$ cat src/rtl/boot_ctrl.sv
// boot_ctrl: owns the core run/load life cycle (LOAD -> RUN -> HALTED), turns host write
//   commands into single-cycle imem/dmem write strobes and drives the core reset.
// Latency: command acceptance to strobe or core_rstn_o change is 1 cycle; exit event to
//   core_rstn_o falling is 1 cycle.
// Backpressure: host_ready_o drops in RUN for WR_INST/WR_DATA only; START/STOP are
//   always accepted.
//
// Ports:
//   clk_i, rstn_i                 clock, async active-low reset
//   host_valid_i/host_ready_o     command handshake; host_cmd_i/addr_i/data_i command payload
//   imem_we_o, dmem_we_o          one-cycle write strobes; mem_addr_o/mem_data_o registered payload
//   core_rstn_o, running_o        core reset (active-low) and RUN indication, both registered
//   rf_wr_en_i, rf_wr_addr_i      core register-file write observation (halt register detect)
//   wdt_limit_i                   watchdog limit, 0 disables
//   run_cycles_o, halt_cause_o    run-cycle counter and latched halt cause
//
// Optional feature: define BOOT_WATCHDOG_EN to build the watchdog compare (cause 11).
// Without it wdt_limit_i is ignored and runs end only on STOP or the halt register.

module boot_ctrl #(
  parameter int ADDR_W   = 16,
  parameter int CNT_W    = 32,
  parameter int HALT_REG = 31
) (
  input  logic              clk_i,
  input  logic              rstn_i,
  input  logic              host_valid_i,
  output logic              host_ready_o,
  input  logic [1:0]        host_cmd_i,
  input  logic [ADDR_W-1:0] host_addr_i,
  input  logic [31:0]       host_data_i,
  output logic              imem_we_o,
  output logic              dmem_we_o,
  output logic [ADDR_W-1:0] mem_addr_o,
  output logic [31:0]       mem_data_o,
  output logic              core_rstn_o,
  input  logic              rf_wr_en_i,
  input  logic [4:0]        rf_wr_addr_i,
  input  logic [CNT_W-1:0]  wdt_limit_i,
  output logic [CNT_W-1:0]  run_cycles_o,
  output logic              running_o,
  output logic [1:0]        halt_cause_o
);

  localparam logic [1:0] CMD_WR_INST = 2'b00;
  localparam logic [1:0] CMD_WR_DATA = 2'b01;
  localparam logic [1:0] CMD_START   = 2'b10;
  localparam logic [1:0] CMD_STOP    = 2'b11;

  localparam logic [1:0] CAUSE_NONE = 2'b00;
  localparam logic [1:0] CAUSE_STOP = 2'b01;
  localparam logic [1:0] CAUSE_HALT = 2'b10;
  localparam logic [1:0] CAUSE_WDT  = 2'b11;

  localparam logic [4:0]       HALT_IDX = 5'(HALT_REG);
  localparam logic [CNT_W-1:0] CNT_ONE  = CNT_W'(1);
  localparam logic [CNT_W-1:0] CNT_MAX  = {CNT_W{1'b1}};

  typedef enum logic [1:0] {
    S_LOAD   = 2'd0,
    S_RUN    = 2'd1,
    S_HALTED = 2'd2
  } state_e;

  state_e              state_q, state_d;
  logic                imem_we_q, imem_we_d;
  logic                dmem_we_q, dmem_we_d;
  logic [ADDR_W-1:0]   mem_addr_q, mem_addr_d;
  logic [31:0]         mem_data_q, mem_data_d;
  logic                core_rstn_q, core_rstn_d;
  logic                running_q, running_d;
  logic [CNT_W-1:0]    run_cycles_q, run_cycles_d;
  logic [1:0]          halt_cause_q, halt_cause_d;

  logic                accept;
  logic                halt_hit;
  logic                wdt_hit;

  // Writes are refused only while the core is running; START/STOP (cmd[1]=1) always pass.
  assign host_ready_o = (state_q != S_RUN) || host_cmd_i[1];
  assign accept       = host_valid_i && host_ready_o;
  assign halt_hit     = rf_wr_en_i && (rf_wr_addr_i == HALT_IDX);

`ifdef BOOT_WATCHDOG_EN
  // Compare against the registered count, so limit N gives N+1 cycles out of reset.
  assign wdt_hit = (wdt_limit_i != '0) && (run_cycles_q == wdt_limit_i);
`else
  assign wdt_hit = 1'b0;
  logic unused_wdt_limit;
  assign unused_wdt_limit = ^wdt_limit_i;
`endif

  always_comb begin
    state_d      = state_q;
    imem_we_d    = 1'b0;
    dmem_we_d    = 1'b0;
    mem_addr_d   = mem_addr_q;
    mem_data_d   = mem_data_q;
    run_cycles_d = run_cycles_q;
    halt_cause_d = halt_cause_q;

    unique case (state_q)
      S_LOAD, S_HALTED: begin
        if (accept) begin
          unique case (host_cmd_i)
            CMD_WR_INST: begin
              imem_we_d  = 1'b1;
              mem_addr_d = host_addr_i;
              mem_data_d = host_data_i;
            end
            CMD_WR_DATA: begin
              dmem_we_d  = 1'b1;
              mem_addr_d = host_addr_i;
              mem_data_d = host_data_i;
            end
            CMD_START: begin
              state_d      = S_RUN;
              run_cycles_d = '0;
              halt_cause_d = CAUSE_NONE;
            end
            default: ; // STOP while not running has no effect
          endcase
        end
      end
      S_RUN: begin
        // Exit priority: host STOP, then halt register, then watchdog.
        // The counter does not advance on the exit cycle, so it freezes at the compared value.
        if (accept && (host_cmd_i == CMD_STOP)) begin
          state_d      = S_HALTED;
          halt_cause_d = CAUSE_STOP;
        end else if (halt_hit) begin
          state_d      = S_HALTED;
          halt_cause_d = CAUSE_HALT;
        end else if (wdt_hit) begin
          state_d      = S_HALTED;
          halt_cause_d = CAUSE_WDT;
        end else if (run_cycles_q != CNT_MAX) begin
          run_cycles_d = run_cycles_q + CNT_ONE;
        end
      end
      default: state_d = S_LOAD;
    endcase

    core_rstn_d = (state_d == S_RUN);
    running_d   = (state_d == S_RUN);
  end

  always_ff @(posedge clk_i or negedge rstn_i) begin
    if (!rstn_i) begin
      state_q      <= S_LOAD;
      imem_we_q    <= 1'b0;
      dmem_we_q    <= 1'b0;
      mem_addr_q   <= '0;
      mem_data_q   <= '0;
      core_rstn_q  <= 1'b0;
      running_q    <= 1'b0;
      run_cycles_q <= '0;
      halt_cause_q <= CAUSE_NONE;
    end else begin
      state_q      <= state_d;
      imem_we_q    <= imem_we_d;
      dmem_we_q    <= dmem_we_d;
      mem_addr_q   <= mem_addr_d;
      mem_data_q   <= mem_data_d;
      core_rstn_q  <= core_rstn_d;
      running_q    <= running_d;
      run_cycles_q <= run_cycles_d;
      halt_cause_q <= halt_cause_d;
    end
  end

  assign imem_we_o    = imem_we_q;
  assign dmem_we_o    = dmem_we_q;
  assign mem_addr_o   = mem_addr_q;
  assign mem_data_o   = mem_data_q;
  assign core_rstn_o  = core_rstn_q;
  assign running_o    = running_q;
  assign run_cycles_o = run_cycles_q;
  assign halt_cause_o = halt_cause_q;

endmodule

$ cat config.mk
export PLATFORM = sky130hd
export DESIGN_NAME = boot_ctrl
export DESIGN_NICKNAME = d
export VERILOG_FILES = /design/src/rtl/boot_ctrl.sv
export SDC_FILE = /design/constraint.sdc
export NUM_CORES = 1
export LEC_CHECK = 0
export CAP_MARGIN = 20
export CELL_PAD_IN_SITES_DETAIL_PLACEMENT = 2
export CELL_PAD_IN_SITES_GLOBAL_PLACEMENT = 2
export CORE_UTILIZATION = 28
export CTS_BUF_LIST = sky130_fd_sc_hd__clkbuf_4 sky130_fd_sc_hd__clkbuf_8
export DETAILED_ROUTE_END_ITERATION = 10
export PLACE_DENSITY_LB_ADDON = 0.1
export RECOVER_POWER = 25
export SYNTH_ARGS = -nofsm -noshare
export SYNTH_HDL_FRONTEND = slang
export SYNTH_SLANG_ARGS = --single-unit
$ cat constraint.sdc
create_clock -name clk_i -period 5.05 [get_ports clk_i]
set_input_delay 1.2625 -clock clk_i [delete_from_list [all_inputs] [get_ports clk_i]]
set_output_delay 1.2625 -clock clk_i [all_outputs]
set_load 0.05 [all_outputs]
==> summary.md <==
| Metric | Value |
|---|---|
| Status | `completed` |
| Last weighted congestion value of the routability-driven placer | `between 0.7 and 0.8` |
| Leftover overflow at the end of global routing | `0` |
| Buffers on Ports | `145` |
| Slew headroom | `0.0230` |
| Arrival time at the worst endpoint | `about 2800 ps` |
| Clk slew on worst S/H paths | `90 ps` |
| Fraction of registers with async set/reset | `1.00` |
| Share of the synthesized area in the top cell type | `0.535` |
| Maximum number of pins on one net before global-route repair | `64` |
| Worst hold margin | `513 ps` |
| Share of the clock period used by the worst path after layout | `0.795` |
| Layout cells sized above 1 | `0.161` |
| Effective utilization at floorplan | `0.290` |
| Number of warnings issued by yosys | `0` |
| Number of buffers on the longest clock path | `2` |
| Top_reg_cell synth | `dfrtp_1` |
| Number of DRC markers after the initial detailed-route iteration | `127` |
| DP Worst Slack | `1040 ps` |
| Cell accounting for the most synthesized area | `dfrtp_1` |
| N_diodes | `0` |
| Critical Path Sink Type | `output pin` |
| Wire length of the first global-routing pass | `22.1 mm` |
| Via density per instance | `5.16` |
| Die Footprint | `15000 sq um` |
| Die width | `123 um` |
| Post-cts resize count | `0` |
| Layout Area Growth over Synthesis | `45.7%` |
| MaxCap Viol Count | `0` |
| Total power of the final layout | `3.42 mW` |
| EDFF count, synth | `0` |
| Estimated wirelength of the detail-placed design | `about 10 mm` |
| Slew at the pin closest to its max-slew limit | `1470 ps` |
| Leakage power of the design | `2.33 nW` |
| Total Wirelength | `roughly 14 mm` |
| Count of final setup violators | `0` |
| Final Slew Violations | `0` |
| Number of I/O pins | `178` |
| Top post-synthesis cells by area | `dfrtp_1 (53%), mux2_2 (13%), a31oi_1 (5.5%)` |
| Fin worst setup slack | `roughly 1000 ps` |
| Mean Syn Cell Area | `~11 sq um` |
| Largest voltage drop on the vdd net | `300 uV` |
| Final critical delay including setup and external delays | `4020 ps` |
| Total via count after detailed routing | `3594` |
| Fin Clk Skew | `11.0 ps` |
| Remaining number of nets flagged by the antenna check after routing | `0` |
| Start-to-end type of the worst setup path | `in2out` |
| Clock root buffer | `clkbuf_8` |
| Hold-fix buffer count after cts | `0` |
| FF+latch area | `2180 sq um` |
| Met3 routing resource usage after global routing | `0.0321` |
| Netlist Area Pre-Place | `4070 sq um` |
| Std-Cell Core Area | `approximately 14000 sq um` |
| Net count of the finished layout | `roughly 600` |
| GR Util met2 | `0.333` |
| Register bit total from synthesis | `87` |
| Required time reported for the critical path endpoint | `3790 ps` |
| Residual DRC count | `0` |
| Instance count after placement with tap cells included | `679` |
| Total number of placement rows | `43` |
| First-pass detailed-route iteration total | `4` |
| Cells after synthesis | `369` |
| Antenna violations before repair | `0` |
| Worst hold path class | `reg2reg` |
| Post-synthesis cell type count | `49` |
| RSZ-0062 raised after global routing | `no` |
| Filler cells | `between 1000 and 1500` |
| Worst skew pair latency | `roughly 380 ps` |
| Number of sinks driven by the clock tree | `between 80 and 90` |
| Final-report hold violation count | `0` |
| Chip height | `123 um` |
| Area occupied by multi-input gates | `1780 sq um` |
| Post-route setup TNS | `0 ps` |
| Met1 demand-to-capacity share in global routing | `0.245` |
| Busiest grt layer | `met2` |
| Mapped Nets | `461` |
| Wire length per cell | `19.5 um` |
| Max Freq | `approximately 250 MHz` |
| Post-CTS setup buffer count | `0` |
| H-Tree Level Count | `3` |
| Sort of element at the start of the critical path | `primary input` |
| Number of cells in the finished layout apart from fillers | `about 700` |
| Number of buffers created by CTS | `9` |
| Sequential area share after synthesis | `0.535` |
| PwrDens | `577 nW/um^2` |
| Number of global-route vias before repair | `3933` |
| Clock tree from TritonCTS | `built` |
| Gr usage total | `0.194` |
| Biggest fanout along the worst timing path | `4` |
-- layer usage --
| metal | up-vias | share of wire |
|---|---|---|
| li1 | 1664 | - |
| met1 | 1834 | 0.44 |
| met2 | 83 | 0.50 |
| met3 | 13 | 0.041 |
| met4 | 0 | 0.014 |
| met5 | - | 0 |
-- sequential cells by signal (all words and copies together), names as in the netlist --
register,count
mem_data_o,32
dmem_we_o,1
run_cycles_o,32
imem_we_o,1
halt_cause_o,2
running_o,1
mem_addr_o,16
state_q,2
-- through the flow --
stage | cell area, sq um | utilization
after global placement | 5700 | 0.406
final | 5940 | 0.423
after CTS | 5910 | 0.421
after global routing | 5940 | 0.423
after floorplan | 4070 | -
after detailed placement | 5700 | 0.406
-- cells in the mapped netlist (all sizes together) (3+ instances only) --
cell and n:
and2 4, o21ai 17, buf 8, and4 4, and3 7, nand2b 7
mux2 48, nor4 8, a21oi 8, nor3 8, dfrtp 87, nand2 30
inv 6, nand4 11, or3 3, clkbuf 13, nand3 12, nor2 20
or4 3, a41oi 4, a31oi 36
-- cell type report --
class	count	share of cell area
Inverter	6	0.00379
Multi-Input combinational cell	255	0.300
Tap cell	180	0.0379
Sequential cell	87	0.367
Clock inverter	5	0.0110
Clock buffer	11	0.0245
Timing Repair Buffer	152	0.256
-- worst paths after layout --
kind / from / cells after the start / slack, ps / end
hold reg to reg: mem_data_o[30] / 1 / 510 / mem_data_o[30]
hold / removal: mem_data_o[30] / 1 / 510 / mem_data_o[30]
setup / recovery: host_cmd_i[1] / 3 / 1030 / host_ready_o
min in group asynchronous: rstn_i / 1 / 980 / mem_data_o[6]
max in group asynchronous: rstn_i / 2 / 2220 / run_cycles_o[3]
setup reg to reg: state_q[0] / 7 / 2220 / run_cycles_o[24]
-- power breakdown --
group / switching, mW / leakage, nW / internal (mW)
sequential: 0.141 / 1.10 / 0.914
clock: 0.277 / 0.108 / 0.253
combinational: 1.21 / 1.13 / 0.633
total: 1.62 / 2.33 / 1.80
-- layout by cell type, fill, tap and decap left out, drive strengths merged, types with 2 or more instances in the layout --
master	count
clkdlybuf4s50	144
dfrtp	87
mux2	48
a31oi	36
nand2	30
nor2	20
o21ai	17
nand3	12
clkbuf	12
nand4	11
nor3	8
a21oi	8
nor4	8
inv	8
nand2b	7
and3	7
buf	7
and2	4
and4	4
a41oi	4
or3	3
or4	3
a21boi	2
a2bb2oi	2
o21a	2
o31ai	2
clkinv	2
nor2b	2
or2	2
o311ai	2
-- logic make-up (layout without fill, tap and decap cells) --
kind of cell             count (synthesis)  count (layout)  synth area share
AND/OR/NAND/NOR                        126             126             0.171
flip-flops                              87              87             0.535
AO/OA/AOI/OAI                           80              80             0.129
multiplexers                            48              48             0.133
buffers and inverters                   27             174            0.0295
adder cells (fa/ha/maj)                  1               1           0.00307
-- worst max-delay path: stages --
cell	delay, ps
clkdlybuf4s50_1	530
nand2b_1	130
clkdlybuf4s50_1	820
Power figures use the tool's default switching activity.
